<file path="config.mk">
export PLATFORM = sky130hd
export DESIGN_NAME = uart_tx_feeder
export DESIGN_NICKNAME = d
export VERILOG_FILES = /design/src/rtl/uart_pkg.sv /design/src/rtl/uart_sync_fifo.sv /design/src/rtl/uart_tx_feeder.sv
export SDC_FILE = /design/constraint.sdc
export NUM_CORES = 1
export LEC_CHECK = 0
export BUFFER_PORTS_ARGS = -buffer_cell sky130_fd_sc_hd__buf_2
export CORE_MARGIN = 4
export CORE_UTILIZATION = 48
export DETAILED_ROUTE_END_ITERATION = 6
export SYNTH_ARGS = -nofsm -noshare
export SYNTH_HDL_FRONTEND = slang
export SYNTH_SLANG_ARGS = --single-unit
</file>
<file path="constraint.sdc">
create_clock -name clk -period 3.3 [get_ports clk]
set_input_delay 0.66 -clock clk [delete_from_list [all_inputs] [get_ports clk]]
set_output_delay 0.66 -clock clk [all_outputs]
set_load 0.01 [all_outputs]
</file>
<file path="src/rtl/uart_pkg.sv">
// Shared UART definitions: byte width and the TX feeder state encoding.
package uart_pkg;

  localparam int DATA_W = 8;

  localparam logic [1:0] ST_IDLE  = 2'd0;
  localparam logic [1:0] ST_LOAD  = 2'd1;
  localparam logic [1:0] ST_START = 2'd2;
  localparam logic [1:0] ST_WAIT  = 2'd3;

  typedef enum logic [1:0] {
    S_IDLE  = ST_IDLE,
    S_LOAD  = ST_LOAD,
    S_START = ST_START,
    S_WAIT  = ST_WAIT
  } feeder_state_e;

endpackage

</file>
<file path="src/rtl/uart_sync_fifo.sv">
// Single-clock FIFO with a separate occupancy counter and synchronous flush.
// DEPTH must be a power of two so the pointers wrap by plain overflow.
module uart_sync_fifo
  import uart_pkg::*;
#(
  parameter  int DEPTH = 16,
  parameter  int WIDTH = DATA_W,
  localparam int AW    = $clog2(DEPTH)
) (
  input  logic             clk,
  input  logic             rst,
  input  logic             flush_i,
  input  logic             push_valid_i,
  input  logic [WIDTH-1:0] push_data_i,
  output logic             push_ready_o,
  input  logic             pop_i,
  output logic [WIDTH-1:0] rd_data_o,
  output logic [AW:0]      level_o
);

  localparam logic [AW:0] FULL = (AW + 1)'(DEPTH);

  logic [WIDTH-1:0] mem_q [DEPTH];
  logic [AW-1:0]    wptr_q, wptr_d;
  logic [AW-1:0]    rptr_q, rptr_d;
  logic [AW:0]      level_q, level_d;
  logic             push_ok;
  logic             pop_ok;

  assign push_ready_o = (level_q != FULL);
  assign push_ok      = push_valid_i & push_ready_o & ~flush_i;
  assign pop_ok       = pop_i & (level_q != '0) & ~flush_i;
  assign rd_data_o    = mem_q[rptr_q];
  assign level_o      = level_q;

  always_comb begin
    wptr_d  = wptr_q;
    rptr_d  = rptr_q;
    level_d = level_q;
    if (flush_i) begin
      wptr_d  = '0;
      rptr_d  = '0;
      level_d = '0;
    end else begin
      if (push_ok) wptr_d = wptr_q + 1'b1;
      if (pop_ok)  rptr_d = rptr_q + 1'b1;
      if (push_ok && !pop_ok)      level_d = level_q + 1'b1;
      else if (pop_ok && !push_ok) level_d = level_q - 1'b1;
    end
  end

  always_ff @(posedge clk or posedge rst) begin
    if (rst) begin
      wptr_q  <= '0;
      rptr_q  <= '0;
      level_q <= '0;
    end else begin
      wptr_q  <= wptr_d;
      rptr_q  <= rptr_d;
      level_q <= level_d;
    end
  end

  // Storage is intentionally not reset; only pointers and count carry state.
  always_ff @(posedge clk) begin
    if (push_ok) mem_q[wptr_q] <= push_data_i;
  end

endmodule

</file>
<file path="src/rtl/uart_tx_feeder.sv">
// Buffers host bytes and hands them to the UART transmitter one frame at a time
// using a start_tx pulse / tx_done handshake.
module uart_tx_feeder
  import uart_pkg::*;
#(
  parameter  int DEPTH = 16,
  localparam int AW    = $clog2(DEPTH)
) (
  input  logic              clk,
  input  logic              rst,
  input  logic              wr_valid,
  input  logic [DATA_W-1:0] wr_data,
  output logic              wr_ready,
  input  logic              flush,
  output logic [AW:0]       level,
  output logic              busy,
  output logic              start_tx,
  output logic [DATA_W-1:0] tx_data,
  input  logic              tx_done
);

  feeder_state_e     state_q, state_d;
  logic [DATA_W-1:0] tx_data_q, tx_data_d;
  logic [DATA_W-1:0] fifo_rd;
  logic              pop;

  uart_sync_fifo #(
    .DEPTH (DEPTH),
    .WIDTH (DATA_W)
  ) u_fifo (
    .clk          (clk),
    .rst          (rst),
    .flush_i      (flush),
    .push_valid_i (wr_valid),
    .push_data_i  (wr_data),
    .push_ready_o (wr_ready),
    .pop_i        (pop),
    .rd_data_o    (fifo_rd),
    .level_o      (level)
  );

  always_comb begin
    state_d   = state_q;
    tx_data_d = tx_data_q;
    pop       = 1'b0;
    unique case (state_q)
      S_IDLE:  if ((level != '0) && !flush) state_d = S_LOAD;
      S_LOAD: begin
        tx_data_d = fifo_rd;
        pop       = 1'b1;
        state_d   = S_START;
      end
      S_START: state_d = S_WAIT;
      // A flush leaves an in-flight frame alone; only tx_done ends it.
      S_WAIT:  if (tx_done) state_d = S_IDLE;
      default: state_d = S_IDLE;
    endcase
  end

  always_ff @(posedge clk or posedge rst) begin
    if (rst) begin
      state_q   <= S_IDLE;
      tx_data_q <= '0;
    end else begin
      state_q   <= state_d;
      tx_data_q <= tx_data_d;
    end
  end

  assign start_tx = (state_q == S_START);
  assign tx_data  = tx_data_q;
  assign busy     = (state_q != S_IDLE) | (level != '0);

endmodule
</file>
=== Word level (Yosys, flattened, before mapping) ===
Memories as Yosys holds them, arrays and structs flattened. A register that Yosys moved wholly into a read port is not among the register bits.
Cells that the tools add are included.

* $add $sub $neg: 4
* Equality and inequality tests: 6
* Muxes and demuxes: 13
* Bitwise logic cells: 6
* Reduce and logical (&&, ||, !) cells: 13

{| class="wikitable"
|+ Operator list
! kind !! number
|-
| 2-to-1 mux 4 bit || 4
|-
| 2-to-1 mux 5 bit || 3
|-
| adder 4 x 1 -> 4 bit (second input constant) || 2
|-
| case mux 2 bit (4 select lines) || 1
|-
| nonzero test 2 bit || 3
|-
| adder 5 x 1 -> 5 bit (second input constant) || 1
|-
| != test 5 bit (second input constant) || 1
|-
| nonzero test 5 bit || 1
|-
| subtractor 5 x 1 -> 5 bit (second input constant) || 1
|-
| bitwise AND 1 bit || 4
|-
| equality test 2 bit (second input constant) || 2
|-
| 2-to-1 mux 2 bit || 2
|-
| != test 2 bit (second input constant) || 2
|-
| logical AND 1 bit || 3
|-
| zero test 1 bit || 3
|-
| 2-to-1 mux 1 bit || 3
|-
| nonzero test 3 bit || 1
|-
| equality test 2 x 1 -> 1 bit (second input constant) || 1
|-
| zero test 2 bit || 1
|-
| AND reduction 2 bit || 1
|-
| inverter 1 bit || 1
|-
| bitwise OR 1 bit || 1
|}

* Flip-flop bits (word level): 15
* RAM bits: 128
* Input port bits: 13
* Output and inout port bits: 16
* Logic and storage cells: 47
* Memories kept: 1

{| class="wikitable"
|+ Memory list
! memory !! words !! width !! rd ports !! clocked after Yosys merged registers in !! wr ports !! line !! RTL
|-
| u_fifo.mem_q || 16 || 8 || 1 || 1 || 1 || uart_sync_fifo.sv:23 || <nowiki>logic [WIDTH-1:0] mem_q [DEPTH];</nowiki>
|}

=== Depth between registers and ports, before layout ===
* Word-level depth: 8
* Gate-level depth with buffers: 11
* Mapped depth without buffers: 10

=== Cells and area by module ===
Synthesis repeated with hierarchy kept, for this count alone.

* Cell total of the unflattened synthesis: 330
* Area, all modules: 6424.9 um2

{| class="wikitable"
|+ Modules (own cells, without submodules)
! module !! instances !! cells each !! area an instance (um2) !! sequential area each (um2)
|-
| uart_sync_fifo || 1 || 294 || 5936.9 || 4169.0
|-
| uart_tx_feeder || 1 || 36 || 488.0 || 250.2
|}

=== Least setup slack after synthesis ===
No wires, ideal clock.

* Path type: reg-to-reg
* Start point: register u_fifo.level_q[0] (netlist: u_fifo.level_o[0])
* End point: register u_fifo.level_q[4] (netlist: u_fifo.level_o[4])
* Setup time: 0.081 ns
* Arrival: 2.571 ns
* Setup slack: 0.648 ns
* Stages on the path, launching flop included: 10
* Buffers on the path: 0
* Clock period less this slack: 2.652 ns
* Cell sequence: dfrtp_1 > or4_4 > o21ai_0 > nand2_1 > fa_1 > a21o_1 > a21oi_1 > nand3_1 > and3_1 > nor3_2

* Cells in the longest elaborated chain, start to end: 7
* Elaborated cells between the ends (all ways): 16
* Those cells by class: add/sub: 2; eq/ne: 1; mux: 3; bitwise: 4; reduce/logical: 6

{| class="wikitable"
|+ RTL lines
! what !! line !! RTL
|-
| from (decl) || uart_sync_fifo.sv:26 || <nowiki>logic [AW:0] level_q, level_d;</nowiki>
|-
| from (signal assigned) || uart_sync_fifo.sv:60 || <nowiki>level_q <= level_d;</nowiki>
|-
| branches (longest 7 deep; another with subtractor 5 x 1 -> 5 bit) || - ||
|}

Parallel ways; which one is timed is not known. The select of a mux whose other input is x is not followed.
A chain may end at the register's enable or synchronous reset.

=== Final worst setup path ===
Ends and elaborated chain as after synthesis.

==> impl_results.rst <==
.. list-table::
   :header-rows: 1

   * - Metric
     - Value
   * - Status
     - finished, final reports clean
   * - Setup crit start kind
     - flip-flop
   * - Initial detailed-routing violation count
     - 230
   * - Mean post-synth cell area
     - 18.1 um2
   * - R2R setup slack
     - 370 ps
   * - Slowest cell on crit path
     - or4_4
   * - Number of levels in the clock H-tree
     - 4
   * - Proportion of layout cells with a drive suffix above 1
     - 31.2%
   * - Final Hold Violating Endpoints
     - 0
   * - Total number of placement rows
     - 41
   * - Mux contribution to synthesized area
     - 14.3%
   * - Critical Path AT
     - 3270 ps
   * - Wire length of the first global-routing pass
     - 19.1 mm
   * - Worst Setup EP
     - u_fifo.level_o[4]
   * - Core Region
     - 12600 um2
   * - Number of cells upsized or downsized after cts
     - 0
   * - Max-slew violations
     - 0
   * - Worst Tran Pin Value
     - 988 ps
   * - Smallest setup slack after layout
     - 368 ps
   * - Number of nets in the synthesized netlist
     - 371
   * - Hold-fix buffers, CTS
     - 0
   * - Drt drc
     - 0
   * - Proportion of synthesized chip area in sequential cells
     - 71.3%
   * - Part of the cycle the worst path needs
     - 88.8%
   * - Critical Path, Cell by Cell
     - or4_4 > o21ai_0 > nand2_1 > fa_1 > a21o_1 > a21oi_1 > nand3_1 > and3_1 > nor3_2
   * - Total setup buffers inserted after CTS
     - 0
   * - Standby leakage power
     - 2.47 nW
   * - Clock tree skew after final layout
     - 6.54 ps
   * - Routed via count divided by cell count
     - 5.56
   * - Worst flop-to-flop path startpoint
     - u_fifo.level_o[0]
   * - Worst skew pair latency
     - 410 ps
   * - Register clock-pin slew on the reported worst setup and hold paths
     - 60 ps
   * - Sw Pwr
     - 1.34 mW
   * - Max VDD drop
     - 392 uV
   * - Count of warnings emitted by yosys
     - 0
   * - Adder and majority cell fraction of the synthesized area
     - 3.15%
   * - Area growth syn-to-layout
     - 16.8%
   * - Total Negative Setup Slacks
     - 0 ps
   * - Wire per inst
     - 21.2 um
   * - Detailed Routing Iterations Pass 1
     - 4
   * - Slowest stage delay, CP
     - 610 ps
   * - Count of cell types in the netlist
     - 38
   * - Clock network fraction of total power
     - 36.1%
   * - Max-Slew Margin vs Limit
     - 34.1%
   * - Total global routing overflow
     - 0
   * - Die width
     - 122 um
   * - Share of total power consumed by net switching
     - 26.1%
   * - TritonCTS clock tree
     - yes
   * - Post-Place Setup Slack
     - 420 ps
   * - Number of global-route vias before repair
     - 3278
   * - Total wire length
     - 12.3 mm
   * - Max Clk Rate
     - 341 MHz
   * - Critical path capture point type
     - flip-flop
   * - Startpoint of the worst setup timing path
     - u_fifo.level_o[0]
   * - Detailed Place HPWL
     - 7.54 mm
   * - Clock sink total
     - 151
   * - Routed via count
     - 3217
   * - XOR/XNOR share of the synthesized area
     - 1.13%
   * - Vert. Die Dim
     - 122 um
   * - Gpl congestion
     - 0.779
   * - Number of port buffers
     - 28
   * - Total power divided by cell area
     - 708 nW/um2
   * - Sequential share of power
     - 45.1%
   * - Remaining number of nets flagged by the antenna check after routing
     - 0
   * - Initial standard-cell utilization of the core
     - 49.1%
   * - End of the worst register-to-register path
     - u_fifo.level_o[4]
   * - Maximum number of pins on one net before global-route repair
     - 36
   * - Post-synthesis instance area
     - 6200 um2
   * - # diodes
     - 0
   * - Simple-gate share of the synthesized area
     - 4.89%
   * - CTS max path bufs
     - 2
   * - Fin nets
     - 422
   * - Cell area after layout
     - 7240 um2
   * - Final Setup Violations
     - 0
   * - Maximum capacitance violations
     - 0
   * - Type of the most critical hold path
     - input pin to asynchronous set/reset pin
   * - Top-level I/O count
     - 29
   * - Pint
     - 3.79 mW
   * - #FFs+latches synth
     - 151
   * - Crit path max fanout
     - 7
   * - Post-synthesis instance total
     - 343
   * - Required time of the critical path
     - 3640 ps
   * - Number of antenna violations at the first check in global routing
     - 0
   * - WS Path Type
     - flip-flop to flip-flop
   * - Cts bufs inserted
     - 17
   * - RSZ-0062 raised after global routing
     - no
   * - Gate power share
     - 18.8%
   * - Root buffer cell
     - clkbuf_16
   * - Final critical path time including I/O delays and setup
     - 2930 ps
   * - Combinational family with the most area after synthesis
     - multiplexers
   * - Gr usage total
     - 18.0%
   * - Fin Hold WS
     - 472 ps
   * - Placement Cell Area
     - 6670 um2
   * - Compound-gate portion of the synthesized area
     - 3.59%
   * - Cell depth of the worst flop-to-flop path
     - 9
   * - Overall die area
     - 14800 um2
layer usage:
layer,GRT usage [%],up-vias,part of all wire (%)
met5,0,-,0
met4,6.30,0,1.2
met3,4.32,15,3.6
met2,27.3,63,49
met1,26.0,1680,46
li1,-,1459,-
worst min-delay path by stage:
stage | from | to | slack, ps | cells past startpoint
after floorplan | u_fifo.rptr_q[2] | tx_data[7] | 530 | 1
after global placement | u_fifo.rptr_q[3] | u_fifo.rptr_q[3] | 530 | 2
after detailed placement | u_fifo.rptr_q[3] | u_fifo.rptr_q[3] | 530 | 2
after CTS | rst | state_q[1] | 510 | 2
after global routing | rst | state_q[1] | 550 | 2
final | rst | state_q[1] | 470 | 2
state kept, by name, summed over array words and instances (netlist names):
name,cells
u_fifo.mem_q,128
tx_data,8
u_fifo.level_o,5
u_fifo.rptr_q,4
u_fifo.wptr_q,4
state_q,2
critical path, delay by kind of cell (launching register included):
kind	cells	cell delay [ps]
AND/OR/NAND/NOR	5	1310
adder cells (fa/ha/maj)	1	450
flip-flops	1	460
AO/OA/AOI/OAI	3	630
layout make-up:
| class | instances | area, um2 |
|---|---|---|
| fill | 996 | 5380 |
| sequential | 151 | 4420 |
| multi-input combinational | 168 | 1700 |
| clock buffer | 23 | 468 |
| timing repair buffer | 49 | 310 |
| tap | 172 | 215 |
| clock inverter | 9 | 103 |
| inverter | 7 | 26.3 |
synthesized netlist by cell type:
cell type | instances | area, um2
o21ai_2 | 1 | 8.76
inv_1 | 7 | 26.3
or2_2 | 2 | 12.5
dfrtp_1 | 23 | 576
nand4_1 | 2 | 12.5
nor3_2 | 1 | 10.0
xor2_1 | 4 | 35.0
o21a_1 | 1 | 7.51
a21boi_1 | 2 | 15.0
mux2_2 | 8 | 90.1
fa_1 | 1 | 20.0
nor4_1 | 3 | 18.8
buf_2 | 2 | 10.0
nor2_1 | 20 | 75.1
mux2_1 | 4 | 45.0
xnor2_1 | 4 | 35.0
a21oi_1 | 13 | 65.1
a21o_1 | 1 | 7.51
buf_4 | 2 | 15.0
nand2b_1 | 4 | 25.0
mux2i_1 | 3 | 30.0
nor2b_1 | 1 | 6.26
or3_1 | 1 | 6.26
clkbuf_1 | 13 | 48.8
o22ai_1 | 14 | 87.6
nand2_1 | 13 | 48.8
and3_1 | 1 | 6.26
or4_4 | 1 | 11.3
edfxtp_1 | 128 | 3840
nor3_1 | 8 | 40.0
ha_1 | 14 | 175
mux4_2 | 32 | 721
a31oi_1 | 2 | 12.5
nor4_2 | 1 | 12.5
a21oi_2 | 1 | 8.76
nand3b_1 | 1 | 7.51
nand3_1 | 2 | 10.0
o21ai_0 | 2 | 10.0
cells in the final DEF, fill, tap and decap left out, types with 3 or more instances in the layout:
cell	instances
mux2i_1	3
edfxtp_1	128
nor4_2	4
clkbuf_16	17
o22ai_1	14
nand2b_1	4
clkinv_2	3
buf_4	20
clkbuf_1	4
nor2_1	20
mux2_2	8
nor3_1	8
inv_1	7
a21oi_1	13
xnor2_1	4
dfrtp_1	22
nand2_1	13
ha_1	14
xor2_1	4
buf_2	28
mux4_2	32
mux2_1	4
per-stage QoR:
step,total power [mW],std cells,utilization [%]
CTS,5.19,579,57.4
floorplan,3.01,343,-
global route,5.37,579,57.4
detailed placement,3.32,547,52.8
finish,5.13,579,57.4
global placement,3.30,547,52.8
power by group through the flow:
stage | Sequential, mW | Clock (mW) | Combinational [mW]
3_5_place_dp | 2.36 | 0 | 0.968
4_1_cts | 2.32 | 1.89 | 0.979
3_3_place_gp | 2.35 | 0 | 0.950
5_1_grt | 2.33 | 1.96 | 1.08
2_1_floorplan | 2.35 | 0 | 0.660
6_report | 2.31 | 1.85 | 0.962
kinds of logic after synthesis:
kind of cell | count (synthesis)
buf+inv | 24
simple gates | 61
xor+xnor | 8
mux | 47
compound gates | 37
fa+ha+maj | 15
flops | 151
Power figures use the tool's default switching activity.
